**config.mk**
```make
export PLATFORM = sky130hd
export DESIGN_NAME = period_detector
export DESIGN_NICKNAME = d
export VERILOG_FILES = /design/src/rtl/period_detector.sv
export SDC_FILE = /design/constraint.sdc
export NUM_CORES = 1
export LEC_CHECK = 0
export BUFFER_PORTS_ARGS = -buffer_cell sky130_fd_sc_hd__buf_2
export CORE_UTILIZATION = 54
export CTS_CLUSTER_SIZE = 24
export DETAILED_ROUTE_END_ITERATION = 10
export PLACE_DENSITY_LB_ADDON = 0.25
export SETUP_SLACK_MARGIN = 0.3
export SLEW_MARGIN = 15
export SYNTH_ARGS = -nofsm -noshare
export SYNTH_HDL_FRONTEND = slang
export SYNTH_SLANG_ARGS = --single-unit
```
**constraint.sdc**
```tcl
create_clock -name clk -period 5.2 [get_ports clk]
set_clock_uncertainty 0.05 [all_clocks]
set_input_delay 0.52 -clock clk [delete_from_list [all_inputs] [get_ports clk]]
set_output_delay 0.52 -clock clk [all_outputs]
set_load 0.01 [all_outputs]
```
**src/rtl/period_detector.sv**
```systemverilog
// period_detector: recovers the wave length (in samples) of a signed square or saw
// stream from rising zero crossings with hysteresis, and flags a stable pitch.
//
// Ports:
//   clk               - system clock, rising edge
//   reset_n           - asynchronous active-low reset
//   sample_valid      - sample is consumed on cycles where this is 1
//   sample            - signed audio sample, SAMPLE_WIDTH bits
//   wave_length       - last measured period in samples
//   wave_length_valid - 1-cycle pulse, wave_length updated
//   locked            - two consecutive periods matched within TOLERANCE
//   timeout           - 1-cycle pulse, no rising crossing for MAX_PERIOD samples
module period_detector #(
    parameter int          SAMPLE_WIDTH = 32,
    parameter int unsigned HYSTERESIS   = 4096,
    parameter int unsigned MAX_PERIOD   = 65535,
    parameter int unsigned TOLERANCE    = 2
) (
    input  logic                    clk,
    input  logic                    reset_n,
    input  logic                    sample_valid,
    input  logic [SAMPLE_WIDTH-1:0] sample,
    output logic [31:0]             wave_length,
    output logic                    wave_length_valid,
    output logic                    locked,
    output logic                    timeout
);

    typedef enum logic [1:0] {
        LVL_UNKNOWN = 2'd0,
        LVL_HIGH    = 2'd1,
        LVL_LOW     = 2'd2
    } level_t;

    typedef enum logic {
        ST_SEEK    = 1'b0,
        ST_MEASURE = 1'b1
    } state_t;

    localparam logic signed [SAMPLE_WIDTH-1:0] HYST_P =
        SAMPLE_WIDTH'(HYSTERESIS);
    localparam logic signed [SAMPLE_WIDTH-1:0] HYST_N = -HYST_P;
    localparam logic [31:0] MAX_P = MAX_PERIOD;
    localparam logic [31:0] TOL   = TOLERANCE;

    state_t      r_state;
    level_t      r_level;
    logic [31:0] r_count;
    logic [31:0] r_prev;
    logic [31:0] r_wave_length;
    logic        r_wlv;
    logic        r_locked;
    logic        r_timeout;

    state_t      w_state_next;
    level_t      w_level_next;
    logic [31:0] w_count_next;
    logic [31:0] w_count_inc;
    logic [31:0] w_diff;
    logic        w_above;
    logic        w_below;
    logic        w_rise;
    logic        w_match;
    logic        w_report;
    logic        w_expire;
    logic        w_locked_next;

    // Level tracker; the in-band region holds the previous level, so an
    // UNKNOWN start can never produce a crossing.
    always_comb begin
        w_above      = $signed(sample) > HYST_P;
        w_below      = $signed(sample) < HYST_N;
        w_level_next = r_level;
        if (sample_valid) begin
            if (w_above) begin
                w_level_next = LVL_HIGH;
            end else if (w_below) begin
                w_level_next = LVL_LOW;
            end
        end
        w_rise = sample_valid && (r_level == LVL_LOW) && w_above;
    end

    // State register: FSM state plus the datapath and registered outputs.
    always_ff @(posedge clk or negedge reset_n) begin
        if (!reset_n) begin
            r_state       <= ST_SEEK;
            r_level       <= LVL_UNKNOWN;
            r_count       <= 32'd0;
            r_prev        <= 32'd0;
            r_wave_length <= 32'd0;
            r_wlv         <= 1'b0;
            r_locked      <= 1'b0;
            r_timeout     <= 1'b0;
        end else begin
            r_state   <= w_state_next;
            r_level   <= w_level_next;
            r_count   <= w_count_next;
            r_wlv     <= w_report;
            r_timeout <= w_expire;
            r_locked  <= w_locked_next;
            if (w_report) begin
                r_wave_length <= r_count;
                r_prev        <= r_count;
            end
        end
    end

    // Next-state logic. A crossing on the same sample that would reach
    // MAX_PERIOD takes priority over the timeout.
    always_comb begin
        w_count_inc  = r_count + 32'd1;
        w_state_next = r_state;
        w_count_next = r_count;
        if (sample_valid) begin
            case (r_state)
                ST_SEEK: begin
                    if (w_rise) begin
                        w_state_next = ST_MEASURE;
                        w_count_next = 32'd1;
                    end
                end
                ST_MEASURE: begin
                    if (w_rise) begin
                        w_count_next = 32'd1;
                    end else if (w_count_inc == MAX_P) begin
                        w_count_next = 32'd0;
                        w_state_next = ST_SEEK;
                    end else begin
                        w_count_next = w_count_inc;
                    end
                end
                default: begin
                    w_state_next = ST_SEEK;
                    w_count_next = 32'd0;
                end
            endcase
        end
    end

    // Output logic: report / timeout events and the lock decision.
    always_comb begin
        w_diff = (r_count >= r_prev) ? (r_count - r_prev)
                                     : (r_prev - r_count);
        // prev_period of zero means no earlier period to compare against.
        w_match  = (r_prev != 32'd0) && (w_diff <= TOL);
        w_report = sample_valid && (r_state == ST_MEASURE) && w_rise;
        w_expire = sample_valid && (r_state == ST_MEASURE) && !w_rise &&
                   (w_count_inc == MAX_P);
        w_locked_next = r_locked;
        if (w_report) begin
            w_locked_next = w_match;
        end else if (w_expire) begin
            w_locked_next = 1'b0;
        end
    end

    assign wave_length       = r_wave_length;
    assign wave_length_valid = r_wlv;
    assign locked            = r_locked;
    assign timeout           = r_timeout;

endmodule

```
; Word-level counts from Yosys, hierarchy flattened
; Index checks and enable logic that the tools add are counted.
[totals]
word_cells = 44
inputBits = 35
reg_bits = 70
[op_classes]
reduce_logical = 13
bitwise = 1
eq_ne = 3
muxes = 13
addsub = 3
n_lt_le_gt_ge = 4
[ops]
columns = operator, n
row1 = two-way mux 32 bit, 4
row2 = case mux 32 bit (2 select lines), 1
row3 = subtractor 32 bit, 2
row4 = "adder 32 x 1 -> 32 bit, second input constant", 1
row5 = "equality test 32 x 16 -> 1 bit, second input constant", 1
row6 = greater-or-equal comparator 32 bit, 1
row7 = "> comparator 32 x 14 -> 1 bit, second input constant", 1
row8 = "<= comparator 32 x 2 -> 1 bit, second input constant", 1
row9 = "< comparator 32 x 13 -> 1 bit, second input constant", 1
row10 = nonzero test 32 bit, 1
row11 = logical AND 1 bit, 7
row12 = two-way mux 1 bit, 5
row13 = two-way mux 2 bit, 2
row14 = AND reduction 2 bit, 2
row15 = nonzero test 2 bit, 2
row16 = "equality test 2 bit, second input constant", 1
row17 = "inequality test 2 bit, second input constant", 1
row18 = case mux 1 bit (2 select lines), 1
row19 = logical NOT 1 bit, 1
row20 = inverter 1 bit, 1

; Depth between registers and ports, before layout
; Gate-level depths: netlist of run 1.
[logic_depth]
word_depth = 8
ltp_mapped = 14
depth_no_buf = 13

; Worst setup path after synthesis of run 1
; Ideal clock, no wire load.
[synth_path]
kind = reg2reg
startpoint = register r_count[0]
endpoint = register r_locked (netlist: locked)
stages_incl_launch_ff = 15
setup_slack_ns = 1.813
path_buffers = 1
setup_time_ns = 0.092
arrival_time_ns = 3.245
cell_sequence = dfrtp_1 inv_1 ha_1 fa_1 nand2b_1 a21oi_1 o21ai_0 a41oi_2 nor2_2 buf_4 a211o_1 a21o_1 a2111oi_2 nand4_1 o31ai_2
[synth_between]
elab_chain_len = 5
elab_cells_between_ends = 11
cone_classes = 3 x add/sub / 2 x order compare / 1 x eq/ne / 2 x mux / 3 x reduce/logical
[synth_rtl]
columns = item, line
row1 = from (decl), 48  ; logic [31:0] r_count;
row2 = from (signal assigned), 98  ; r_count <= w_count_next;
row3 = "subtractor 32 bit, or another cell as far along", 144  ; : (r_prev - r_count);
row4 = two-way mux 32 bit, 143  ; w_diff = (r_count >= r_prev) ? (r_count - r_prev)
row5 = <= comparator 32 x 2 -> 1 bit, 146  ; w_match = (r_prev != 32'd0) && (w_diff <= TOL);
row6 = logical AND 1 bit, 146
row7 = two-way mux 1 bit, 151  ; if (w_report) begin
row8 = to (signal assigned), 101  ; r_locked <= w_locked_next;
row9 = to (decl), 52  ; logic r_locked;
; Several ways; a longest one is shown, not always the timed one.
; A chain may end at the register's enable or synchronous reset.

==> results of run 1 <==
-- cell usage in the layout (no fill, tap or decap), types with 5 or more instances in the layout --
cell type / n
nand2_1: 101
o21ai_0: 87
a21oi_1: 76
inv_1: 75
dfrtp_1: 70
buf_2: 68
ha_1: 65
nor2_1: 54
xnor2_1: 36
nand4_1: 33
nand3_1: 24
nor3_1: 23
nor4_1: 20
o21ai_1: 18
a211oi_1: 15
a21o_1: 14
xor2_1: 13
o21a_1: 13
and3_1: 12
nor2b_1: 12
o22ai_1: 11
or3_1: 9
o31ai_1: 9
o21bai_1: 9
clkbuf_16: 9
mux2i_1: 8
and4_1: 7
o211ai_1: 7
a31oi_1: 6
o31ai_2: 6
a211o_1: 6
buf_4: 5
-- where the power goes --
part / leakage (nW) / total, mW / switching (mW) / internal (mW)
Clock: 0.129 / 0.593 / 0.255 / 0.338
Sequential: 0.924 / 0.850 / 0.191 / 0.659
Combinational: 2.47 / 2.82 / 1.74 / 1.08
-- routing by layer --
layer	global-route usage (%)	vias up	part of all wire, %
met4	11.3	0	2.8
met3	6.32	50	9.6
met5	0	-	0
li1	-	3636	-
met1	49.2	3633	44
met2	50.2	433	43
-- cell families (layout without fill, tap and decap cells) --
logic type | after synthesis | after routing
and+or+nand+nor | 330 | 330
buffers and inverters | 126 | 165
adders and majority gates | 67 | 67
xor gates and xnor gates | 49 | 49
muxes | 9 | 9
DFF | 70 | 70
AOI/OAI and AO/OA | 326 | 326
-- through the flow --
stage	setup slack, ns	instance area (um2)	cells	hold slack, ns	total power, mW
6_report	1.13	8170	1192	0.259	4.27
2_1_floorplan	1.81	7550	977	0.174	2.87
5_1_grt	0.891	8170	1192	0.336	4.57
3_5_place_dp	1.29	7870	1175	0.463	3.57
4_1_cts	1.25	8150	1191	0.300	4.18
3_3_place_gp	1.22	7870	1175	0.467	3.56
-- cells in the mapped netlist (all sizes together), types with 15 or more instances --
library cell	instances
o21ai	108
nand2	103
a21oi	77
inv	75
dfrtp	70
ha	65
nor2	57
xnor2	36
nand4	34
buf	33
nand3	29
nor3	23
nor4	23
clkbuf	18
a211oi	15
o31ai	15
-- how the worst min path moves through the flow --
stage	cells past startpoint	from	slack (ns)	to
CTS	1	reset_n	0.30	r_count[6]$_DFFE_PN0P_
floorplan	0	reset_n	0.17	locked$_DFFE_PN0P_
global route	1	reset_n	0.34	r_count[6]$_DFFE_PN0P_
detailed placement	1	r_level[1]$_DFFE_PN0P_	0.46	r_level[1]$_DFFE_PN0P_
global placement	1	r_level[1]$_DFFE_PN0P_	0.47	r_level[1]$_DFFE_PN0P_
finish	1	reset_n	0.26	r_count[6]$_DFFE_PN0P_
-- critical path, delay by kind of cell (launching register included) --
kind | cells | cell delay [ns]
AOI/OAI and AO/OA | 7 | 1.86
and+or+nand+nor | 2 | 0.66
adders and majority gates | 1 | 0.49
DFF | 1 | 0.43
muxes | 1 | 0.42
buffers and inverters | 1 | 0.08
-- area by class of cell --
type | count | area [um2] | area share (%)
Multi-Input combinational cell | 781 | 5240 | 64.1
Sequential cell | 70 | 1750 | 21.4
Timing Repair Buffer | 74 | 405 | 4.96
Inverter | 75 | 282 | 3.44
Clock buffer | 12 | 246 | 3.02
Tap cell | 176 | 220 | 2.69
Clock inverter | 4 | 32.5 | 0.398
-- state kept, by name, summed over array words and instances, names as in the netlist --
name               flops
r_count               32
wave_length           32
r_level                2
locked                 1
r_state                1
timeout                1
wave_length_valid      1
==> metrics.md, run 1 <==
| Metric | Value |
|---|---|
| Status | `complete, no violations` |
| Reg2reg path depth | `12` |
| Die area | `~14000 um2` |
| Layout Utilization | `~61%` |
| Initial DRC Count | `around 930` |
| Synthesized area | `about 7600 um2` |
| Synth top area cells | `dfrtp_1, ha_1, o21ai_0, a21oi_1, nand2_1` |
| Crit-path max FO | `16` |
| Netlist cell types | `84` |
| Clock-pin slew on the worst setup and hold paths | `0.06 ns` |
| Mapped Nets | `1079` |
| Worst Tran Pin Value | `1.16 ns` |
| Worst setup path end | `locked$_DFFE_PN0P_` |
| Crit share post-route | `approximately four fifths` |
| First-pass GRT wire length | `about 38000 um` |
| Multiplexer share of the synthesized area | `under 10%` |
| Site Rows | `42` |
| Average instance area after synthesis | `7.73 um2` |
| Post-synthesis compound-gate area fraction | `between 20 and 30%` |
| CP required | `around 5.4 ns` |
| Clock Tree Root | `clkbuf_16` |
| Register area share after synthesis | `23.2%` |
| Vias in the first global route | `between 7000 and 8000` |
| Worst-path cell chain | `inv_1, ha_1, a21oi_1, o21ai_0, a21oi_1, o21ai_2, nor2_2, mux2_2, o31a_1, a2111oi_2, nand4_1, o31ai_2` |
| Htree depth | `3` |
| Worst vdd ir | `0.237 mV` |
| Critical Path End Type | `register` |
| Starting density of the core | `a little under three fifths` |
| GRT Total Usage | `about a third` |
| Rel. slew slack | `between 20% and 30%` |
| Synth top area share | `a little under a quarter` |
| # IOs | `70` |
| Post-synth EDFFs | `0` |
| Data arrival time of the worst path | `~4.3 ns` |
| Max clock buf depth | `2` |
| Number of CTS-inserted buffers | `9` |
| Ys flop type | `dfrtp_1` |
| Largest net degree at the start of global routing | `71` |
| Setup TNS | `0 ns` |
| Min cycle time layout | `4.07 ns` |
| Hold Crit Class | `in -> async` |
| DR WL/cell | `about 20 um` |
| CP max stage cell | `nor2_2` |
| Main combinational cell family by area after synthesis | `compound AO/OA/AOI/OAI gates` |
| Fillers | `around 1300` |
| Flops & latches, synth | `70` |
| Xor and xnor area share after synthesis | `5.68%` |
| Max Cap Violations | `0` |
| CTS tree | `yes` |
| Post-CTS Setup Repair Bufs | `0` |
| Critical Path Start | `wave_length[19]$_DFFE_PN0P_` |
| Drt pass-1 iters | `5` |
| Via count | `7752` |
| Core Box Area | `roughly 13000 um2` |
| Share of layout cells above drive strength 1 | `between 10% and 20%` |
| Clock latency on the worst-skew pair | `0.35 ns` |
| Reg2Reg Launch Point | `wave_length[19]$_DFFE_PN0P_` |
| Post-DP HPWL | `approximately 19000 um` |
| Hold-fix buffers at CTS | `0` |
| Routed WL | `roughly 24000 um` |
| Die W | `approximately 120 um` |
| WS Path Type | `reg -> reg` |
| Placer Congestion | `approximately 1` |
| Die height | `around 120 um` |
| DRC Markers | `0` |
| Final hold viol count | `0` |
| Fin. max-slew vios | `0` |
| RSZ-0062 raised after global routing | `false` |
| Post-CTS resize count | `0` |
| Simple-gate share of the synthesized area | `between 20% and 30%` |
| Total gr overflow | `0` |
| Post-Syn Instances | `approximately 980` |
| Register-to-register path setup slack | `1.13 ns` |
| Clock Sinks | `70` |
| Final setup viols | `0` |
| Syn-to-layout area delta | `8.25%` |
| Initial antenna violation count | `0` |
| Number of port buffers | `69` |
| Power density over the cells | `between 500 and 600 nW/um2` |
| Synth Warn # | `0` |
| Adder-cell share of the synthesized area | `11.3%` |
| Nets@finish | `between 1000 and 1500` |
| Post-DRT Antenna Nets | `0` |
| DR vias/cell | `~6.5` |
| ANT cells | `0` |
| Leak Pwr | `3.53 nW` |
| R2r endpoint | `locked$_DFFE_PN0P_` |
| Ys async rst share | `between 90% and 100%` |
| CP max stage delay | `0.51 ns` |
| Crit path top cell by count | `a21oi_1` |
| Synth area leader | `dfrtp_1` |
| CP Launch Type | `register` |
| Fmax | `~250 MHz` |
Power figures use the tool's default switching activity.
==> inputs of run 2 (changes only) <==
Clock period 5.2 ns to 3.4 ns, I/O delays scaled along.
==> run 2 against run 1 <==
Worst hold slack lost 0.18 ns. Die area is the same. Count of clock-buffer cells in the layout shrank 2. Design area grew 21%. Register-to-register slack lost 1.0 ns. Wire length grew 18%. Clock power grew 58%. Setup slack lost 1.0 ns. Critical path type unchanged. Combinational power grew 100%. Sequential share of layout area shrank 3.6 points.
==> metrics.md, run 2 (synthesis gave the netlist of run 1 again) <==
| Metric | Value |
|---|---|
| Status | `complete, no violations` |
| Routed WL | `28000 um (+18%)` |
| Layout Utilization | `73.4% (+13 points)` |
| Area of the multi-input gates | `5750 um2 (+9.7%)` |
| Int Pwr | `4.07 mW (+96%)` |
| Clock latency on the worst-skew pair | `0.35 ns (about the same)` |
| Setup TNS | `0 ns (unchanged)` |
| Buffers & Inverters on Critical Path | `3 (+2)` |
| Site Rows | `42 (unchanged)` |
| Die height | `120 um (unchanged)` |
| Data arrival time of the worst path | `3.51 ns (-0.77 ns)` |
| Placed cell areas | `8830 um2 (+12%)` |
| Fmax | `303 MHz (+23%)` |
| Crit path max-delay family | `compound AO/OA/AOI/OAI gates` |
| Crit share post-route | `97.1% (+19 points)` |
| Number of port buffers | `69 (unchanged)` |
| Hold Crit Class | `in -> async` |
| Vias in the first global route | `7745 (+9.7%)` |
| Gate power share | `73.0% (+6.8 points)` |
| Post-DP HPWL | `21100 um (+13%)` |
| Power density over the cells | `801 nW/um2 (+53%)` |
| Post-route setup slack | `0.0987 ns (-1.03 ns)` |
| Largest net degree at the start of global routing | `71 (unchanged)` |
| Die area | `14500 um2 (unchanged)` |
| Crit-path max FO | `6 (-10)` |
| Nets@finish | `1258 (+13%)` |
| Placer Congestion | `1.02 (+2.2%)` |
| Die W | `120 um (unchanged)` |
| CP max stage delay | `0.43 ns (-0.08 ns)` |
| Worst vdd ir | `0.501 mV (+110%)` |
| Net Sw Frac | `48.5% (-2.8 points)` |
| ANT cells | `0 (unchanged)` |
| Instance count on the critical path | `14 (+2)` |
| Via count | `8530 (+10%)` |
| CP required | `3.61 ns (-1.80 ns)` |
| Dpl ws | `-0.0620 ns (-1.36 ns)` |
| NetSw | `3.83 mW (+75%)` |
| Final Instance Count excl. Fillers | `1336 (+12%)` |
| DR WL/cell | `21.0 um (+4.9%)` |
| CTS tree | `yes` |
| CP Launch Type | `register` |
| Syn-to-layout area delta | `30.7%` |
| Worst-path cell chain | `inv_1, ha_1, buf_4, a211oi_1, o32ai_1, o21bai_1, o211ai_1, buf_4, o22ai_2, mux2i_1, xnor2_1, a2111oi_2, nand4_1, o31ai_2` |
| Final hold viol count | `0 (unchanged)` |
| Starting density of the core | `56.1% (unchanged)` |
| DP Cell Count | `1292 (+10%)` |
| Max Cap Violations | `0 (unchanged)` |
| RSZ-0062 raised after global routing | `true` |
| Leak Pwr | `4.34 nW (+23%)` |
| Commonest non-fill, non-tap cells in the layout | `buf_4, nand2_1, o21ai_0` |
| DR vias/cell | `6.38 (-1.8%)` |
| Total gr overflow | `0 (unchanged)` |
| Htree depth | `3 (unchanged)` |
| R2r endpoint | `locked$_DFFE_PN0P_` |
| Total Power | `7.90 mW (+85%)` |
| Number of CTS-inserted buffers | `9 (unchanged)` |
| Post-DRT Antenna Nets | `0 (unchanged)` |
| Fillers | `1083 (-14%)` |
| Hold-fix buffers at CTS | `0 (unchanged)` |
| Core Box Area | `13500 um2 (unchanged)` |
| Share of layout cells above drive strength 1 | `31.7% (+19 points)` |
| CP max stage cell | `dfrtp_1` |
| Clock Tree Root | `clkbuf_16` |
| Critical Path Start | `wave_length[11]$_DFFE_PN0P_` |
| Flop pwr share | `15.1% (-4.8 points)` |
| DRC Markers | `0 (unchanged)` |
| Storage cell area | `1760 um2 (+0.64%)` |
| Crit path top cell by count | `buf_4` |
| Initial DRC Count | `836 (-10%)` |
| Drt pass-1 iters | `6 (+1)` |
| Clock Sinks | `70 (unchanged)` |
| Critical Path End Type | `register` |
| Worst Tran Pin Value | `1.26 ns (+0.106 ns)` |
| Finished Cell Area | `9870 um2 (+21%)` |
| WS Path Type | `reg -> reg` |
| GRT Total Usage | `38.3% (+4.5 points)` |
| Fin. max-slew vios | `0 (unchanged)` |
| Worst setup path end | `locked$_DFFE_PN0P_` |
| Max clock buf depth | `2 (unchanged)` |
| Most common cell after layout, fill and taps aside | `buf_4` |
| Final setup viols | `0 (unchanged)` |
| Clock-pin slew on the worst setup and hold paths | `0.07 ns (about the same)` |
| WHS | `0.0799 ns (-0.180 ns)` |
| Min cycle time layout | `3.30 ns (-0.767 ns)` |
| Rel. slew slack | `15.7% (-7.0 points)` |
| Reg2Reg Launch Point | `wave_length[11]$_DFFE_PN0P_` |
| First-pass GRT wire length | `42200 um (+11%)` |
| Clock network power share | `11.8% (-2.1 points)` |
| Register-to-register path setup slack | `0.1 ns (-1.03 ns)` |
| # IOs | `70 (unchanged)` |
| Initial antenna violation count | `0 (unchanged)` |
| Reg2reg path depth | `14 (+2)` |
-- run 2: worst register-to-register path, delay by kind of cell (launching register included) --
kind            cells  cell delay (ns)
compound gates      7             1.48
flops               1             0.43
fa+ha+maj           1             0.37
simple gates        1             0.15
mux                 1             0.13
buf+inv             3             0.44
xor+xnor            1             0.16
-- run 2: what timing repair did --
| action | CTS | global route |
|---|---|---|
| pin swaps | 19 | 18 |
| setup buffers | 18 | 8 |
| gates cloned | 0 | 3 |
| setup endpoints to repair | 26 | 26 |
| resized for setup | 68 | 55 |
| endpoints found under the hold margin | 0 | 0 |
-- run 2: how the worst min path moves through the flow --
| stage | start | endpoint | slack [ns] | depth (start not counted) |
|---|---|---|---|---|
| after global placement | r_state$_DFFE_PN0P_ | r_state$_DFFE_PN0P_ | 0.46 | 2 |
| final | reset_n | r_count[4]$_DFFE_PN0P_ | 0.08 | 1 |
| after CTS | reset_n | wave_length[3]$_DFFE_PN0P_ | 0.11 | 1 |
| after floorplan | reset_n | locked$_DFFE_PN0P_ | -0.006 | 0 |
| after global routing | reset_n | wave_length[6]$_DFFE_PN0P_ | 0.16 | 1 |
| after detailed placement | reset_n | r_count[2]$_DFFE_PN0P_ | 0.47 | 1 |
-- run 2: final cells by class --
cell class,count,share of cell area [%]
clock buffers,10,2.32
clock inverters,5,0.532
inverters,75,2.85
multi-input cells,781,58.2
flip-flops and latches,70,17.9
well taps,176,2.23
repair buffers,219,16.0
-- run 2: power groups by stage --
stage	Combinational (mW)	Clock, mW	Sequential, mW
finish	5.77	0.935	1.20
global placement	5.04	0	1.18
floorplan	3.22	0	1.27
detailed placement	5.02	0	1.19
CTS	5.50	0.933	1.19
global route	6.19	0.972	1.21
-- run 2: routing by layer --
| layer | part of all wire, % | track usage, % | up-vias | wire, um |
|---|---|---|---|---|
| met5 | 0 | 0 | - | 0 |
| met4 | 3.5 | 13.5 | 0 | 980 |
| met3 | 9.1 | 6.23 | 80 | 2540 |
| met2 | 44 | 57.2 | 493 | 12200 |
| met1 | 44 | 55.9 | 4019 | 12300 |
| li1 | - | - | 3938 | - |
